$ cat src/rtl/cpu_trace_pkg.sv
// Shared types and constants for the CPU trace-line emitter.
// ASCII symbols, FSM encoding and the hex digit mapping live here.
package cpu_trace_pkg;

  typedef enum logic [3:0] {
    S_IDLE,
    S_CARET,
    S_TIME,
    S_AT,
    S_PC,
    S_COLON,
    S_SP1,
    S_KIND,
    S_ID,
    S_SP2,
    S_LT,
    S_EQ,
    S_SP3,
    S_DATA,
    S_HASH
  } state_t;

  localparam logic [7:0] A_CARET  = 8'h5e;
  localparam logic [7:0] A_AT     = 8'h40;
  localparam logic [7:0] A_COLON  = 8'h3a;
  localparam logic [7:0] A_SP     = 8'h20;
  localparam logic [7:0] A_DOLLAR = 8'h24;
  localparam logic [7:0] A_STAR   = 8'h2a;
  localparam logic [7:0] A_LT     = 8'h3c;
  localparam logic [7:0] A_EQ     = 8'h3d;
  localparam logic [7:0] A_HASH   = 8'h23;

  localparam logic KIND_GRF = 1'b0;
  localparam logic KIND_MEM = 1'b1;

  localparam int MAX_TIME = 9999;

  function automatic logic [7:0] hex_ascii(input logic [3:0] n);
    return (n < 4'd10) ? (8'h30 + {4'h0, n})
                       : (8'h57 + {4'h0, n});
  endfunction

endpackage

$ cat src/rtl/cpu_trace_emitter_bin2bcd.sv
// Saturating binary time stamp to 4 BCD digits, plus the
// count of significant digits (at least one).
module trace_bin2bcd
  import cpu_trace_pkg::*;
#(
  parameter int TIME_W = 14
) (
  input  logic [TIME_W-1:0] bin,
  output logic [15:0]       bcd,
  output logic [2:0]        ndig
);

  logic [13:0] sat;
  logic [15:0] acc;

  always_comb begin
    if (32'(bin) > 32'(MAX_TIME)) sat = 14'(MAX_TIME);
    else                          sat = 14'(bin);
  end

  always_comb begin
    acc = '0;
    for (int i = 13; i >= 0; i--) begin
      for (int d = 0; d < 4; d++) begin
        if (acc[d*4 +: 4] >= 4'd5)
          acc[d*4 +: 4] = acc[d*4 +: 4] + 4'd3;
      end
      acc = {acc[14:0], sat[i]};
    end
  end

  assign bcd = acc;

  always_comb begin
    if (acc[15:12] != 4'd0)     ndig = 3'd4;
    else if (acc[11:8] != 4'd0) ndig = 3'd3;
    else if (acc[7:4] != 4'd0)  ndig = 3'd2;
    else                        ndig = 3'd1;
  end

endmodule

$ cat src/rtl/cpu_trace_emitter.sv
// Serialises one retire record into an ASCII trace line,
// one character per valid/ready handshake.
module cpu_trace_emitter
  import cpu_trace_pkg::*;
#(
  parameter int TIME_W = 14
) (
  input  logic              clk,
  input  logic              reset,
  input  logic              in_valid,
  output logic              in_ready,
  input  logic              in_kind,
  input  logic [TIME_W-1:0] in_time,
  input  logic [31:0]       in_pc,
  input  logic [4:0]        in_grf,
  input  logic [31:0]       in_addr,
  input  logic [31:0]       in_data,
  output logic [7:0]        char,
  output logic              char_valid,
  input  logic              char_ready,
  output logic              line_done,
  output logic              busy
);

  state_t            state, nxt;
  logic [2:0]        cnt, nxt_cnt;
  logic [7:0]        nxt_char;
  logic              kind_q;
  logic [TIME_W-1:0] time_q;
  logic [31:0]       pc_q, addr_q, data_q;
  logic [4:0]        grf_q;
  logic [15:0]       bcd;
  logic [2:0]        ndig;
  logic [3:0]        g_tens, g_ones;
  logic              adv, last;

  trace_bin2bcd #(.TIME_W(TIME_W)) u_bcd (
    .bin  (time_q),
    .bcd  (bcd),
    .ndig (ndig)
  );

  assign g_tens   = 4'(grf_q / 5'd10);
  assign g_ones   = 4'(grf_q % 5'd10);
  assign adv      = char_valid && char_ready;
  assign last     = (cnt == 3'd0);
  assign in_ready = (state == S_IDLE);
  assign busy     = (state != S_IDLE);

  always_comb begin
    nxt     = state;
    nxt_cnt = cnt;
    unique case (state)
      S_IDLE:  if (in_valid) nxt = S_CARET;
      S_CARET: if (adv) begin
        nxt     = S_TIME;
        nxt_cnt = ndig - 3'd1;
      end
      S_TIME:  if (adv) begin
        if (last) nxt = S_AT;
        else      nxt_cnt = cnt - 3'd1;
      end
      S_AT:    if (adv) begin
        nxt     = S_PC;
        nxt_cnt = 3'd7;
      end
      S_PC:    if (adv) begin
        if (last) nxt = S_COLON;
        else      nxt_cnt = cnt - 3'd1;
      end
      S_COLON: if (adv) nxt = S_SP1;
      S_SP1:   if (adv) nxt = S_KIND;
      S_KIND:  if (adv) begin
        nxt = S_ID;
        if (kind_q == KIND_MEM)  nxt_cnt = 3'd7;
        else if (grf_q >= 5'd10) nxt_cnt = 3'd1;
        else                     nxt_cnt = 3'd0;
      end
      S_ID:    if (adv) begin
        if (last) nxt = S_SP2;
        else      nxt_cnt = cnt - 3'd1;
      end
      S_SP2:   if (adv) nxt = S_LT;
      S_LT:    if (adv) nxt = S_EQ;
      S_EQ:    if (adv) nxt = S_SP3;
      S_SP3:   if (adv) begin
        nxt     = S_DATA;
        nxt_cnt = 3'd7;
      end
      S_DATA:  if (adv) begin
        if (last) nxt = S_HASH;
        else      nxt_cnt = cnt - 3'd1;
      end
      S_HASH:  if (adv) nxt = S_IDLE;
      default: nxt = S_IDLE;
    endcase
  end

  // Character for the upcoming state, so char is a plain register.
  always_comb begin
    nxt_char = 8'h00;
    unique case (nxt)
      S_CARET: nxt_char = A_CARET;
      S_TIME:  nxt_char = hex_ascii(bcd[{nxt_cnt[1:0], 2'b00} +: 4]);
      S_AT:    nxt_char = A_AT;
      S_PC:    nxt_char = hex_ascii(pc_q[{nxt_cnt, 2'b00} +: 4]);
      S_COLON: nxt_char = A_COLON;
      S_SP1:   nxt_char = A_SP;
      S_KIND:  nxt_char = (kind_q == KIND_MEM) ? A_STAR : A_DOLLAR;
      S_ID:    nxt_char = (kind_q == KIND_MEM)
                        ? hex_ascii(addr_q[{nxt_cnt, 2'b00} +: 4])
                        : hex_ascii(nxt_cnt[0] ? g_tens : g_ones);
      S_SP2:   nxt_char = A_SP;
      S_LT:    nxt_char = A_LT;
      S_EQ:    nxt_char = A_EQ;
      S_SP3:   nxt_char = A_SP;
      S_DATA:  nxt_char = hex_ascii(data_q[{nxt_cnt, 2'b00} +: 4]);
      S_HASH:  nxt_char = A_HASH;
      default: nxt_char = 8'h00;
    endcase
  end

  always_ff @(posedge clk) begin
    if (reset) begin
      state      <= S_IDLE;
      cnt        <= 3'd0;
      char       <= 8'h00;
      char_valid <= 1'b0;
      line_done  <= 1'b0;
      kind_q     <= 1'b0;
      time_q     <= '0;
      pc_q       <= '0;
      grf_q      <= '0;
      addr_q     <= '0;
      data_q     <= '0;
    end else begin
      state      <= nxt;
      cnt        <= nxt_cnt;
      char       <= nxt_char;
      char_valid <= (nxt != S_IDLE);
      line_done  <= (state == S_HASH) && adv;
      if (state == S_IDLE && in_valid) begin
        kind_q <= in_kind;
        time_q <= in_time;
        pc_q   <= in_pc;
        grf_q  <= in_grf;
        addr_q <= in_addr;
        data_q <= in_data;
      end
    end
  end

endmodule

$ cat config.mk
export PLATFORM = sky130hd
export DESIGN_NAME = cpu_trace_emitter
export DESIGN_NICKNAME = d
export VERILOG_FILES = /design/src/rtl/cpu_trace_pkg.sv /design/src/rtl/cpu_trace_emitter_bin2bcd.sv /design/src/rtl/cpu_trace_emitter.sv
export SDC_FILE = /design/constraint.sdc
export NUM_CORES = 1
export LEC_CHECK = 0
export ABC_AREA = 1
export CAP_MARGIN = 20
export CELL_PAD_IN_SITES_DETAIL_PLACEMENT = 0
export CELL_PAD_IN_SITES_GLOBAL_PLACEMENT = 1
export CORE_MARGIN = 2
export CORE_UTILIZATION = 39
export CTS_CLUSTER_SIZE = 12
export DETAILED_ROUTE_END_ITERATION = 7
export PLACE_DENSITY = 0.78
export SLEW_MARGIN = 20
export SYNTH_ARGS = -nofsm -noshare
export SYNTH_HDL_FRONTEND = slang
export SYNTH_HIERARCHICAL = 1
export SYNTH_SLANG_ARGS = --single-unit
$ cat constraint.sdc
create_clock -name clk -period 10.7 [get_ports clk]
set_input_delay 2.14 -clock clk [delete_from_list [all_inputs] [get_ports clk]]
set_output_delay 2.14 -clock clk [all_outputs]
set_load 0.03 [all_outputs]
Word level (Yosys, flattened, before mapping)
Cells that the tools add are included.
{"block": "classes", "n_addsub": 38, "div": 2, "order_cmp": 33, "n_eq_ne": 28, "shifts": 4, "muxes": 67, "n_reduce_logical": 13}
{"op": "4-bit 2-to-1 mux", "count": 45}
{"op": "8-bit one-hot mux with 12 select lines", "count": 1}
{"op": "32-bit by 6-bit variable part select with 4-bit output", "count": 3}
{"op": "4-bit by 3-bit >= comparator with 1-bit output, second input constant", "count": 22}
{"op": "4-bit by 2-bit adder with 4-bit output, second input constant", "count": 21}
{"op": "4-bit one-hot mux with 15 select lines", "count": 1}
{"op": "4-bit equality test, second input constant", "count": 14}
{"op": "8-bit 2-to-1 mux", "count": 6}
{"op": "7-bit by 4-bit adder with 8-bit output, first input constant", "count": 5}
{"op": "6-bit by 4-bit adder with 7-bit output, first input constant", "count": 5}
{"op": "4-bit by 3-bit equality test with 1-bit output, second input constant", "count": 8}
{"op": "3-bit 2-to-1 mux", "count": 10}
{"op": "4-bit less-than comparator, second input constant", "count": 5}
{"op": "4-bit nonzero test", "count": 5}
{"op": "4-bit by 2-bit equality test with 1-bit output, second input constant", "count": 4}
{"op": "16-bit by 5-bit variable part select with 4-bit output", "count": 1}
{"op": "14-bit > comparator, second input constant", "count": 1}
{"op": "14-bit 2-to-1 mux", "count": 1}
{"op": "3-bit by 2-bit adder with 4-bit output, second input constant", "count": 3}
{"op": "3-bit >= comparator, second input constant", "count": 4}
{"op": "3-bit one-hot mux with 4 select lines", "count": 1}
{"op": "4-bit by 1-bit equality test with 1-bit output, second input constant", "count": 2}
{"op": "3-bit by 2-bit adder with 3-bit output, second input constant", "count": 2}
{"op": "3-bit by 1-bit subtractor with 3-bit output, second input constant", "count": 2}
{"op": "other kinds (11)", "count": 13}
{"block": "totals", "reg_bits": 133, "input_bits": 120, "out_inout_bits": 12, "elab_cells": 196}

Logic depth before layout (Yosys ltp)
{"block": "logic_depth", "depth_word": 36, "mapped_depth": 87, "depth_no_buf": 85}

Cells and area by module
The synthesis kept the hierarchy.
{"mod": "cpu_trace_emitter", "n_inst": 1, "cells_each": 1103, "area_each_um2": 7156.9, "seq_area_each_um2": 2642.5}
{"mod": "trace_bin2bcd", "n_inst": 1, "cells_each": 484, "area_each_um2": 2643.8, "seq_area_each_um2": 0.0}

Worst setup path before layout
OpenSTA, ideal clock, no wires.
{"block": "synth_timing", "kind": "reg2reg", "start": "register time_q[13]", "end": "register char[2]", "t_arrival_ns": 8.928, "required_ns": 10.572, "path_slack_ns": 1.645, "path_stages_with_launch": 80, "synth_period_minus_slack_ns": 9.055, "path_cell_list": "dfxtp_1 -> inv_2 -> nand2_2 -> ha_1 -> a21oi_2 -> ha_1 -> inv_1 -> or2_2 -> nand2_4 -> nand2_4 -> nand2_2 -> nand2_2 -> ha_1 -> nand2_1 -> nand3_4 -> nand2_2 -> nand2_1 -> nand2_1 -> [44 not listed] -> a21oi_1 -> o21ai_0 -> nand2_1 -> nor2_4 -> buf_2 -> buf_4 -> o211ai_1 -> nand2_1 -> nand2_1 -> nand2_1 -> inv_1 -> ha_1 -> xor2_1 -> nand2_1 -> nor2_1 -> nor2_1 -> nor2_1 -> nor2_1"}
{"block": "synth_between", "word_cells_on_any_way": 116, "classes_between": "37 x add/sub; 32 x order compare; 4 x shift; 40 x mux; 3 x reduce/logical"}
{"element": "start: declaration", "line": "cpu_trace_emitter.sv:29", "rtl": "logic [TIME_W-1:0] time_q;"}
{"element": "start signal: assignment", "line": "cpu_trace_emitter.sv:144", "rtl": "time_q <= in_time;"}
{"element": "14-bit > comparator", "line": "cpu_trace_emitter_bin2bcd.sv:17", "rtl": "if (32'(bin) > 32'(MAX_TIME)) sat = 14'(MAX_TIME);"}
{"element": "14-bit 2-to-1 mux *", "line": "cpu_trace_emitter_bin2bcd.sv:17"}
{"element": "3-bit by 2-bit adder with 4-bit output or 3-bit >= comparator (tied branches)", "line": "cpu_trace_emitter_bin2bcd.sv:26, cpu_trace_emitter_bin2bcd.sv:25"}
{"element": "4-bit 2-to-1 mux", "line": "cpu_trace_emitter_bin2bcd.sv:25", "rtl": "if (acc[d*4 +: 4] >= 4'd5)"}
{"element": "4-bit by 2-bit adder with 4-bit output or 4-bit by 3-bit >= comparator with 1-bit output (tied branches)", "line": "cpu_trace_emitter_bin2bcd.sv:26, cpu_trace_emitter_bin2bcd.sv:25"}
{"element": "4-bit 2-to-1 mux", "line": "cpu_trace_emitter_bin2bcd.sv:25"}
{"element": "4-bit by 2-bit adder with 4-bit output or 4-bit by 3-bit >= comparator with 1-bit output (tied branches)", "line": "cpu_trace_emitter_bin2bcd.sv:26, cpu_trace_emitter_bin2bcd.sv:25"}
{"element": "4-bit 2-to-1 mux", "line": "cpu_trace_emitter_bin2bcd.sv:25"}
{"element": "[16 not listed]"}
{"element": "net bcd[14]", "line": "cpu_trace_emitter.sv:32", "rtl": "logic [15:0] bcd;"}
{"element": "[2 not listed]"}
{"element": "net ndig[2]", "line": "cpu_trace_emitter.sv:33", "rtl": "logic [2:0] ndig;"}
{"element": "3-bit by 1-bit subtractor with 3-bit output *", "line": "cpu_trace_emitter.sv:57", "rtl": "nxt_cnt = ndig - 3'd1;"}
{"element": "3-bit 2-to-1 mux *", "line": "cpu_trace_emitter.sv:55", "rtl": "S_CARET: if (adv) begin"}
{"element": "3-bit one-hot mux with 4 select lines *", "line": "cpu_trace_emitter.sv:53", "rtl": "unique case (state)"}
{"element": "32-bit by 6-bit variable part select with 4-bit output", "line": "cpu_trace_emitter.sv:111", "rtl": "? hex_ascii(addr_q[{nxt_cnt, 2'b00} +: 4])"}
{"element": "7-bit by 4-bit adder with 8-bit output (tied with other cells)", "line": "cpu_trace_pkg.sv:40", "rtl": ": (8'h57 + {4'h0, n});"}
{"element": "8-bit 2-to-1 mux", "line": "cpu_trace_pkg.sv:39", "rtl": "return (n < 4'd10) ? (8'h30 + {4'h0, n})"}
{"element": "8-bit 2-to-1 mux", "line": "cpu_trace_emitter.sv:111"}
{"element": "8-bit one-hot mux with 12 select lines *", "line": "cpu_trace_emitter.sv:102", "rtl": "unique case (nxt)"}
{"element": "end signal: assignment", "line": "cpu_trace_emitter.sv:139", "rtl": "char <= nxt_char;"}
{"element": "end: declaration", "line": "cpu_trace_emitter.sv:18", "rtl": "output logic [7:0] char,"}
Mark *: on every way through the listed nets, which the timed path passes. The rest lies on a longest branch.
A chain may end at the register's enable or synchronous reset.

Final worst setup path
{"block": "layout_timing", "start": "register time_q[13]", "end": "register char[0]"}
The elaborated chain is that of the path after synthesis.

==> impl_results.md <==
- Cell count after synthesis: 1587
- Register Area: 0.00264 mm2
- Via count: 10000
- Fin. max-slew vios: 0
- Maximum net fanout on the critical path: 7
- Fill count: 2590
- Post-route cell area: 0.0120 mm2
- Initial DRC count: 625
- RR Endpoint: char[0]
- Min-delay worst type: reg2reg
- CTS sink cnt: 132
- Post-synth EDFFs: 0
- Placed cells: 1993
- Clock Latency Late Sink: 440 ps
- Final Cycle Share: 90.8%
- Finished Layout Cells: ~2000
- CP delay by family, top: simple AND/OR/NAND/NOR gates
- IO Port Bufs: 130
- Status: complete, no violations
- Fin crit period: ~9700 ps
- Cell with the most instances after synthesis: nand2_1
- Detailed Route WL: 27800 um
- ANT nets after route: 0
- CP peak stage delay: 380 ps
- Cts bufs inserted: 17
- Max Fclk: 103 MHz
- Count of final setup violators: 0
- HPWL after detailed placement: 20700 um
- Worst path slowest cell: dfxtp_2
- Gr usage total: 21.3%
- 1st-pass router iterations: 6
- CTS max path bufs: 2
- Reg2reg start: time_q[13]
- Worst endpoint required time: 10990 ps
- Maxcap violations: 0
- Cell repeated most along the worst path: nand2_1
- Yosys cell types: 44
- H-Tree Depth: 4
- Worst setup startpoint: time_q[13]
- Number of nets in the layout: 1840
- CP arrival: 10000 ps
- Worst reg2reg setup slack: approximately 990 ps
- Synth top area share: 27.0%
- Syn avg cell area: 6.18 um2
- Netlist Area Pre-Place: 0.00980 mm2
- Most used DFF post-synth: dfxtp_1
- Antenna violations before repair: 0
- Layout cells sized above 1: 12.5%
- Largest net degree at the start of global routing: 114
- Die Height: 163 um
- Slew margin rel.: 36.9%
- Crit. End Element: register
- Io pins: 132
- Die Wd: between 150 and 200 um
- Area Growth Syn to Fin: 22.4%
- Setup TNS: 0 ps
- Die ar.: 0.0264 mm2
- Asr flop ratio synth: 0%
- DR WL/cell: 13.7 um
- Setup CP Type: reg2reg
- Synthesis warning total: 6
- Unrepaired setup endpoints after global routing: false
- Setup Skew: 11.8 ps
- Antenna cells: 0
- R2R depth: 77
- Cell row count: between 50 and 60
- Startpoint Class: register
- First-pass GRT wire length: 45800 um
- Vias in the first global route: ~9300
- Post-synthesis register bit count: 132
- CTS tree: built
- Mapped Nets: 1740
- DRC violations left: 0
- Clock-pin slew on the worst setup and hold paths: 70 ps
- Post-synth top cells: 404 x nand2_1, 200 x inv_1, 174 x nand3_1, 145 x a21oi_1, 132 x dfxtp_1
- Sequential-to-total area share from yosys stat: a little over a quarter
- GPL Wtd Cong: 0.820
- WP depth: 77
- CP Capture Point: char[0]
- Initial Util: 39.4%
- Buf/Inv on CP: 13
- Slew at the pin closest to its max-slew limit: about 950 ps
- Total grt overflow: 0
- Hold buffers post-CTS: 0
- CTS Root Cell: clkbuf_16
- Routed vias/inst: 4.93
- Multi-input gate area: 0.00603 mm2
- Synth area leaders: dfxtp_1 27%, nand2_1 15%, nand3_1 8.9%
- Top cell type by total area after synthesis: dfxtp_1
- Area post-placement: 0.0113 mm2
- Number of hold violations in the final report: 0
- Core ar.: 0.0249 mm2
[layer usage]
layer	share of wire, %	wire, um	GRT usage (%)
met5	0	0	0
met4	0.88	244	4.63
met3	4.0	1100	3.64
met2	47	13000	35.4
met1	49	13500	29.0
[what timing repair did]
item / CTS / global route
buffers inserted: 0 / 4
resized for setup: 0 / 20
setup endpoints to repair: 0 / 6
[worst reg2reg max path, delay by kind of cell, from the launching register on]
kind	cells	cell delay, ps
compound gates	6	780
fa+ha+maj	10	1960
buf+inv	13	1080
xor+xnor	1	180
flops	1	380
simple gates	47	5230
[worst min-delay path by stage]
stage,from,endpoint,cells past startpoint
after floorplan,data_q[4],data_q[4],2
after global placement,pc_q[6],pc_q[6],2
after detailed placement,addr_q[15],addr_q[15],2
after CTS,addr_q[15],addr_q[15],2
after global routing,addr_q[8],addr_q[8],2
final,data_q[6],data_q[6],2
[kinds of logic (layout without fill, tap and decap cells)]
kind of cell / count (synthesis) / in the layout / synth area share [%]
buf+inv: 298 / 410 / 12.2
xor+xnor: 9 / 9 / 0.957
flops: 132 / 132 / 27.0
compound gates: 302 / 302 / 16.4
simple gates: 812 / 813 / 39.3
fa+ha+maj: 33 / 33 / 4.21
other cells: 1 / 1 / 0.0383
[sequential cells by signal, summed over array words and instances (netlist names), 3 cells and up]
signal,cells
char,7
time_q,14
addr_q,32
grf_q,5
data_q,32
pc_q,32
state,4
cnt,3
[metrics by stage]
step	utilization [%]	worst slack (ps)	hold slack, ps
after detailed placement	45.3	517	444
final	48.2	990	455
after CTS	47.7	480	454
after global placement	45.3	939	440
after global routing	48.2	28.7	469
after floorplan	-	1640	425
[final cells by class]
class / instances / share of cell area, %
sequential: 132 / 22.0
timing repair buffer: 144 / 11.9
clock buffer: 17 / 3.54
tap: 330 / 3.44
clock inverter: 15 / 1.48
multi-input combinational: 1158 / 50.2
inverter: 234 / 7.38
[placed cells by master (no fill, tap or decap), types with 10 or more instances in the layout]
| cell | instances |
|---|---|
| a21oi_1 | 144 |
| buf_4 | 10 |
| clkbuf_16 | 17 |
| clkdlybuf4s50_1 | 129 |
| dfxtp_1 | 131 |
| ha_1 | 31 |
| inv_1 | 199 |
| inv_2 | 27 |
| nand2_1 | 401 |
| nand2_2 | 69 |
| nand2_4 | 16 |
| nand3_1 | 173 |
| nand3_2 | 20 |
| nand4_1 | 25 |
| nor2_1 | 78 |
| o211ai_1 | 10 |
| o21ai_0 | 116 |
| o21ai_1 | 10 |
Power is left out: the tool's default activity adds up to more than one toggle a clock period on the data nets, which glitch-free logic cannot reach.
